File: src/rtl/stack_op_sequencer.sv
// Command sequencer for the dual 8-bit stack pair: expands one opcode into select/push/pop cycles.
// Optional statistics counters are enabled by defining STACK_SEQ_STATS_EN.
module stack_op_sequencer #(
    parameter int DATA_W = 8,
    parameter int STAT_W = 16
) (
    input  logic              clk,
    input  logic              rst_n,
    input  logic              cmd_valid,
    output logic              cmd_ready,
    input  logic [2:0]        cmd_op,
    input  logic              cmd_tgt,
    input  logic [DATA_W-1:0] cmd_imm,
    output logic              rsp_valid,
    output logic              rsp_err,
    output logic [1:0]        rsp_code,
    output logic [DATA_W-1:0] rsp_data,
    output logic              busy,
    output logic              stk_sel,
    output logic              stk_push,
    output logic              stk_pop,
    output logic [DATA_W-1:0] stk_din,
    input  logic [DATA_W-1:0] stk_dout,
    input  logic [1:0]        stk_empty,
    input  logic [1:0]        stk_full
`ifdef STACK_SEQ_STATS_EN
    ,
    output logic [STAT_W-1:0] stat_ops,
    output logic [STAT_W-1:0] stat_errs
`endif
);

    typedef enum logic [2:0] {
        S_IDLE, S_PRIME, S_POPA, S_RDB, S_PUSH, S_RESTORE, S_RESP
    } state_t;

    typedef logic [STAT_W-1:0] stat_t;

    localparam logic [2:0] OP_NOP  = 3'd0;
    localparam logic [2:0] OP_PUSH = 3'd1;
    localparam logic [2:0] OP_POP  = 3'd2;
    localparam logic [2:0] OP_DUP  = 3'd3;
    localparam logic [2:0] OP_SWAP = 3'd4;
    localparam logic [2:0] OP_SUB  = 3'd6;
    localparam logic [2:0] OP_MOVE = 3'd7;

    localparam logic [1:0] CODE_UNF = 2'b01;
    localparam logic [1:0] CODE_OVF = 2'b10;

    state_t            state;
    logic [2:0]        op_q;
    logic              tgt_q;
    logic [DATA_W-1:0] imm_q;
    logic [DATA_W-1:0] a_q;
    logic [DATA_W-1:0] b_q;
    logic [1:0]        code_q;
    logic [DATA_W-1:0] alu_res;
    logic [DATA_W-1:0] push_data;

    // Arithmetic wraps modulo 2^DATA_W; B is the word below the popped A.
    function automatic logic [DATA_W-1:0] alu(input logic sub,
                                              input logic [DATA_W-1:0] b,
                                              input logic [DATA_W-1:0] a);
        return sub ? (b - a) : (b + a);
    endfunction

    assign alu_res   = alu(op_q == OP_SUB, stk_dout, a_q);
    assign push_data = (op_q == OP_PUSH) ? imm_q : ((op_q == OP_SWAP) ? b_q : a_q);
    assign busy      = ~cmd_ready;

    // Strobes depend on the live empty flag in POPA/RDB, so they are decoded from state.
    always_comb begin
        stk_push = 1'b0;
        stk_pop  = 1'b0;
        stk_din  = '0;
        if (rst_n) begin
            case (state)
                S_POPA: stk_pop = !stk_empty[tgt_q] && (op_q != OP_DUP);
                S_RDB: begin
                    if (!stk_empty[tgt_q]) begin
                        stk_push = 1'b1;
                        stk_pop  = 1'b1;
                        stk_din  = (op_q == OP_SWAP) ? a_q : alu_res;
                    end
                end
                S_PUSH: begin
                    stk_push = 1'b1;
                    stk_din  = push_data;
                end
                S_RESTORE: begin
                    stk_push = 1'b1;
                    stk_din  = a_q;
                end
                default: ;
            endcase
        end
    end

    always_ff @(posedge clk) begin
        if (!rst_n) begin
            state     <= S_IDLE;
            cmd_ready <= 1'b1;
            rsp_valid <= 1'b0;
            rsp_err   <= 1'b0;
            rsp_code  <= 2'b00;
            rsp_data  <= '0;
            stk_sel   <= 1'b0;
            op_q      <= OP_NOP;
            tgt_q     <= 1'b0;
            imm_q     <= '0;
            a_q       <= '0;
            b_q       <= '0;
            code_q    <= 2'b00;
        end else begin
            case (state)
                S_IDLE: begin
                    if (cmd_valid) begin
                        op_q      <= cmd_op;
                        tgt_q     <= cmd_tgt;
                        imm_q     <= cmd_imm;
                        cmd_ready <= 1'b0;
                        if (cmd_op == OP_NOP) begin
                            state     <= S_RESP;
                            rsp_valid <= 1'b1;
                        end else begin
                            state   <= S_PRIME;
                            stk_sel <= cmd_tgt;
                        end
                    end
                end
                S_PRIME: begin
                    if (op_q != OP_PUSH) begin
                        state <= S_POPA;
                    end else if (stk_full[tgt_q]) begin
                        state     <= S_RESP;
                        rsp_valid <= 1'b1;
                        rsp_err   <= 1'b1;
                        rsp_code  <= CODE_OVF;
                    end else begin
                        state <= S_PUSH;
                    end
                end
                S_POPA: begin
                    a_q <= stk_dout;
                    if (stk_empty[tgt_q]) begin
                        state     <= S_RESP;
                        rsp_valid <= 1'b1;
                        rsp_err   <= 1'b1;
                        rsp_code  <= CODE_UNF;
                    end else begin
                        case (op_q)
                            OP_POP: begin
                                state     <= S_RESP;
                                rsp_valid <= 1'b1;
                                rsp_data  <= stk_dout;
                            end
                            OP_DUP: begin
                                if (stk_full[tgt_q]) begin
                                    state     <= S_RESP;
                                    rsp_valid <= 1'b1;
                                    rsp_err   <= 1'b1;
                                    rsp_code  <= CODE_OVF;
                                end else begin
                                    state <= S_PUSH;
                                end
                            end
                            OP_MOVE: begin
                                if (stk_full[~tgt_q]) begin
                                    state  <= S_RESTORE;
                                    code_q <= CODE_OVF;
                                end else begin
                                    state   <= S_PUSH;
                                    stk_sel <= ~tgt_q;
                                end
                            end
                            default: state <= S_RDB;
                        endcase
                    end
                end
                S_RDB: begin
                    b_q <= stk_dout;
                    if (stk_empty[tgt_q]) begin
                        state  <= S_RESTORE;
                        code_q <= CODE_UNF;
                    end else if (op_q == OP_SWAP) begin
                        state <= S_PUSH;
                    end else begin
                        state     <= S_RESP;
                        rsp_valid <= 1'b1;
                        rsp_data  <= alu_res;
                    end
                end
                S_PUSH: begin
                    state     <= S_RESP;
                    rsp_valid <= 1'b1;
                    stk_sel   <= tgt_q;
                end
                S_RESTORE: begin
                    state     <= S_RESP;
                    rsp_valid <= 1'b1;
                    rsp_err   <= 1'b1;
                    rsp_code  <= code_q;
                end
                S_RESP: begin
                    state     <= S_IDLE;
                    cmd_ready <= 1'b1;
                    rsp_valid <= 1'b0;
                    rsp_err   <= 1'b0;
                    rsp_code  <= 2'b00;
                    rsp_data  <= '0;
                end
                default: state <= S_IDLE;
            endcase
        end
    end

`ifdef STACK_SEQ_STATS_EN
    function automatic stat_t sat_inc(input stat_t v);
        return (&v) ? v : (v + stat_t'(1));
    endfunction

    always_ff @(posedge clk) begin
        if (!rst_n) begin
            stat_ops  <= '0;
            stat_errs <= '0;
        end else if (rsp_valid) begin
            stat_ops <= sat_inc(stat_ops);
            if (rsp_err) begin
                stat_errs <= sat_inc(stat_errs);
            end
        end
    end
`endif

endmodule

File: config.mk
export PLATFORM = sky130hd
export DESIGN_NAME = stack_op_sequencer
export DESIGN_NICKNAME = d
export VERILOG_FILES = /design/src/rtl/stack_op_sequencer.sv
export SDC_FILE = /design/constraint.sdc
export NUM_CORES = 1
export LEC_CHECK = 0
export ABC_AREA = 1
export CORE_AREA = 8 8 82 84
export CTS_CLUSTER_DIAMETER = 60
export CTS_CLUSTER_SIZE = 14
export DETAILED_ROUTE_END_ITERATION = 6
export DIE_AREA = 0 0 90 92
export PLACE_DENSITY_LB_ADDON = 0.1
export SYNTH_ARGS = -nofsm -noshare
export SYNTH_HDL_FRONTEND = slang
export SYNTH_SLANG_ARGS = --single-unit
File: constraint.sdc
create_clock -name clk -period 4.3 [get_ports clk]
set_input_delay 0.645 -clock clk [delete_from_list [all_inputs] [get_ports clk]]
set_output_delay 0.645 -clock clk [all_outputs]
set_load 0.03 [all_outputs]
== After elaboration in Yosys (flattened, before gate mapping) ==
Cells that the tools add are included.
Operators by class
  muxes and demuxes: 65
  bitwise logic cells: 2
  $lt $le $gt $ge: 2
  add/sub/neg operators: 2
  reductions and logical operators: 18
  eq/ne operators: 28
Operators with widths (count)
  8-bit two-way mux: 10
  8-bit one-hot mux with 3 select lines: 2
  1-bit two-way mux: 27
  2-bit two-way mux: 11
  2-bit != test (second input constant): 10
  3-bit == test (second input constant): 6
  3-bit one-hot mux with 5 select lines: 1
  3-bit by 2-bit == test with 1-bit output (second input constant): 4
  3-bit two-way mux: 4
  5-bit AND reduction: 2
  3-bit one-hot mux with 3 select lines: 1
  8-bit adder: 1
  1-bit one-hot mux with 2 select lines: 4
  2-bit one-hot mux with 4 select lines: 1
  8-bit subtractor: 1
  7-bit AND reduction: 1
  3-bit by 1-bit == test with 1-bit output (second input constant): 2
  3-bit zero test: 2
  3-bit by 2-bit != test with 1-bit output (second input constant): 2
  1-bit one-hot mux with 6 select lines: 1
  6-bit AND reduction: 1
  3-bit nonzero test: 2
  6-bit nonzero test: 1
  1-bit by 2-bit < comparator with 1-bit output (second input constant): 2
  14 further kinds: 18
Storage, ports and cells
  logic and storage cells: 130
  input bits: 27
  output and inout bits: 25
  bits in registers: 47

== Depth between registers and ports, before layout ==
Gate-level depths: netlist of run 1.
  depth after elaboration: 7
  gate-level depth with buffers: 20

== Worst setup path before layout of run 1 ==
Ideal clock, no wire load.
  kind: register -> output
  from: reg op_q[2]
  to: out stk_din[6]
  data required time: 3.655 ns
  cell stages (with the launch flop): 13
  arrival time: 2.365 ns
  slack: 1.290 ns
  path through: dfxtp_1 > nand3_1 > nand2_1 > nand2_1 > xor2_1 > ha_1 > nand2_1 > or2_2 > nand3_1 > nand2_1 > nand3_1 > nand2_1 > a21oi_1
Between the ends
  word-level cells in the longest chain between the ends: 6
  elaborated cells on any way between the ends: 10
  classes of those cells: eq/ne: 3; mux: 7
Ends and longest elaborated chain
  start: declaration: RTL line 51  | logic [2:0] op_q;
  start signal: assignment: RTL line 118  | op_q <= cmd_op;
  3-bit == test: RTL line 67  | assign alu_res = alu(op_q == OP_SUB, stk_dout, a_q);
  8-bit two-way mux: RTL line 64  | return sub ? (b - a) : (b + a);
  8-bit two-way mux: RTL line 83  | stk_din = (op_q == OP_SWAP) ? a_q : alu_res;
  8-bit two-way mux: RTL line 80  | if (!stk_empty[tgt_q]) begin
  8-bit one-hot mux with 3 select lines (*): RTL line 77  | case (state)
  8-bit two-way mux (*): RTL line 76  | if (rst_n) begin
  end: declaration: RTL line 22  | output logic [DATA_W-1:0] stk_din,
Mark *: on every way between the ends. The rest lies on a longest branch, timed or not.

== Worst setup path after layout of run 1 ==
Ends and elaborated chain as after synthesis.

==> metrics.md, run 1 <==
| Metric | Value |
|---|---|
| Req. time, crit path | `3.65 ns` |
| Cell leakage power | `1.67 nW` |
| Area contributors post-synth | `dfxtp_1 31%, nand2_1 12%, a21oi_1 9.6%` |
| Share of post-route cells with drive strength above 1 | `5.84%` |
| Max Freq | `0.246 GHz` |
| Initial Utilization | `57.0%` |
| Min-Delay Path Class | `reg -> reg` |
| RSZ-0062 raised after global routing | `false` |
| # DRC | `0` |
| Final Util | `69.4%` |
| Main flop type after synthesis | `dfxtp_1` |
| Clock transition at path regs | `0.10 ns` |
| Sequential power share | `22.5%` |
| Non-filler cells, final | `603` |
| Crit path from | `op_q[2]` |
| Row count | `27` |
| CTS Root Buffer Type | `clkbuf_8` |
| Avg Inst Size Synth | `6.33 µm²` |
| Simple-gate share of the synthesized area | `26.9%` |
| Initial antenna violation count | `0` |
| Setup WS pre-CTS | `0.461 ns` |
| Least-Margin Pin Slew | `0.748 ns` |
| Via/cell ratio | `5.68` |
| Critical path fanouts, max | `8` |
| Diode count | `0` |
| Initial DRC count | `242` |
| Max-Cap Viols | `0` |
| Post-synth top area share | `30.5%` |
| Mux contribution to synthesized area | `0%` |
| GP Congestion | `0.933` |
| H-tree depth | `2` |
| Final #Nets | `566` |
| Switch share | `50.6%` |
| Switching pwr | `1.54 mW` |
| CTS Buffer Depth | `2` |
| Routed len/inst | `15.4 µm` |
| Startpoint types | `flip-flop` |
| Setup Total Neg Slack | `0 ns` |
| First-pass GRT wire length | `15.0 mm` |
| DRT Pass-1 Iters | `4` |
| Cell internal pwr | `1.51 mW` |
| Cts bufs inserted | `5` |
| Maximum vdd drop | `0.000490 V` |
| Post-CTS Resized | `0` |
| Multi-input logic area | `1790 µm²` |
| Outcome | `complete, no violations` |
| Met1 Track Usage GR | `26.8%` |
| # fillers | `474` |
| Setup repair bufs after CTS | `0` |
| XOR/XNOR Fraction of Synth Area | `2.56%` |
| Floorplan core area | `5410 µm²` |
| Detail Placement HPWL | `6.86 mm` |
| Worst R2R Start | `op_q[2]` |
| Global Route Usage Sum | `21.9%` |
| Relative slew slack | `49.6%` |
| Synth-to-layout area growth | `21.6%` |
| Sequential area share after synthesis | `30.5%` |
| Post-route worst setup slack | `0.237 ns` |
| Largest family of logic cells by synthesized area | `simple AND/OR/NAND/NOR gates` |
| Die area | `8280 µm²` |
| Post-synth EDFFs | `0` |
| Met2 Use GR | `35.7%` |
| Clock power share | `12.9%` |
| Clock skew | `0.00923 ns` |
| Worst EP arrival | `3.42 ns` |
| Count of different cell masters after synthesis | `38` |
| Global route hottest layer | `met2` |
| Fin crit share | `94.5%` |
| Total power draw | `3.05 mW` |
| Worst hold start | `imm_q[2]` |
| Worst Setup End Kind | `output port` |
| Cts hold-fix bufs | `0` |
| Net count after synthesis | `523` |
| PD cells | `813 nW/µm²` |
| Final Hold Viols | `0` |
| Vias in the first global route | `3,150` |
| Top Ports | `52` |
| CTS tree | `built` |
| Final setup violation count | `0` |
| Largest net degree at the start of global routing | `27` |
| Post-Synth Adder-Cell Area | `3.90%` |
| DP Cell Count | `595` |
| Number of I/O port buffers | `51` |
| Final WL | `9.28 mm` |
| YS warnings | `0` |
| Synth Register Bits | `47` |
| Clk sinks | `47` |
| Die W | `90 µm` |
| Final worst path period need | `4.06 ns` |
| Synth area leader | `dfxtp_1` |
| Combinational share of power | `64.6%` |
| Cell Area, Synth | `3080 µm²` |
| Kind of critical path | `reg -> out` |
| Compound-Gate Fraction of Synth Area | `24.6%` |
| Async S/R FF share, synth | `0%` |
| GRT met3 Usage | `4.07%` |
| Via count | `3,423` |
| Mapped Cells | `487` |
| Remaining global-route overflow | `0` |
| Final ANT Viol Nets | `0` |
| Final Max Slew Viols | `0` |
| Sequential cell area | `941 µm²` |
| Die Ht | `92 µm` |
| Skew-Pair Late Insertion Delay | `0.30 ns` |
## layout by cell type, fill, tap and decap left out, types with 5 or more instances in the layout
cell             count
a21oi_1             59
a22oi_1              5
clkbuf_8             5
clkdlybuf4s50_1     51
dfxtp_1             47
ha_1                 8
inv_1               59
inv_2                7
nand2_1            102
nand3_1             19
nor2_1              58
nor3_1               6
o211ai_1             5
o21ai_0             54
xor2_1               6
## power by group through the flow
stage / sequential [mW] / clock, mW / combinational (mW)
6_report: 0.687 / 0.392 / 1.97
5_1_grt: 0.704 / 0.415 / 2.20
4_1_cts: 0.683 / 0.395 / 1.94
3_5_place_dp: 0.692 / 0 / 1.92
3_3_place_gp: 0.688 / 0 / 1.90
2_1_floorplan: 0.723 / 0 / 1.42
## through the flow
stage / instance area, µm² / hold slack (ns)
5_1_grt: 3750 / 0.489
4_1_cts: 3750 / 0.466
3_3_place_gp: 3610 / 0.446
3_5_place_dp: 3610 / 0.451
6_report: 3750 / 0.469
2_1_floorplan: 3080 / 0.430
## critical path, stage by stage (launching register included)
cell	delay (ns)
dfxtp_1	0.43
nand3_1	0.28
nand2_1	0.25
xor2_1	0.17
inv_1	0.06
ha_1	0.36
a21oi_1	0.11
or2_2	0.30
nand3_1	0.07
nand2_1	0.07
nand3_1	0.07
nand2_1	0.05
a21oi_1	0.14
clkdlybuf4s50_1	0.74
## routing by layer
metal	share of wire [%]	up-vias
li1	-	1683
met2	46	166
met1	44	1545
met3	6.4	29
met5	0	-
met4	3.5	0
## state kept, by name, indices dropped and copies added (netlist names)
signal,count
cmd_ready,1
b_q,8
tgt_q,1
rsp_code,2
a_q,8
rsp_data,8
op_q,3
rsp_valid,1
code_q,2
state,3
rsp_err,1
imm_q,8
stk_sel,1
## synthesized netlist by cell type, types with 2 or more instances
cell type and number:
a31oi_1 3, buf_2 2, xor2_1 6, o211ai_1 5, o22ai_1 2, buf_6 2
ha_1 8, o21ai_0 54, dfxtp_1 47, inv_2 7, nor2_4 2, a21oi_1 59
inv_1 59, nand2_1 102, nand3_1 19, buf_4 2, a22oi_1 5, nand2_2 2
xnor2_1 3, nor3_1 6, clkbuf_1 12, o21ai_2 2, nand4_1 3, o21ai_1 4
nor2_1 58
## cell families (layout without fill, tap and decap cells)
logic type | after synthesis | after routing
compound gates | 139 | 139
xor+xnor | 9 | 9
fa+ha+maj | 9 | 9
buf+inv | 86 | 130
flops | 47 | 47
simple gates | 197 | 197
## worst paths after layout
| kind | to | slack, ns | cells past startpoint |
|---|---|---|---|
| max | stk_din[6] | 0.24 | 13 |
| min | imm_q[2] | 0.47 | 2 |
| max reg2reg | rsp_data[4] | 1.80 | 11 |
| min reg2reg | imm_q[2] | 0.47 | 2 |
## area by class of cell
class	instances	share of cell area (%)
multi-input cells	354	47.6
flip-flops and latches	47	25.1
repair buffers	54	14.2
inverters	68	7.01
well taps	72	2.40
clock buffers	5	1.84
clock inverters	3	1.80
No activity file was read; power rests on OpenSTA's default activity.
==> inputs of run 2 (changes only) <==
- TNS_END_PERCENT: unset -> 50
==> results of run 2 <==
The final DEF is identical to that of run 1; final timing and power are the same.
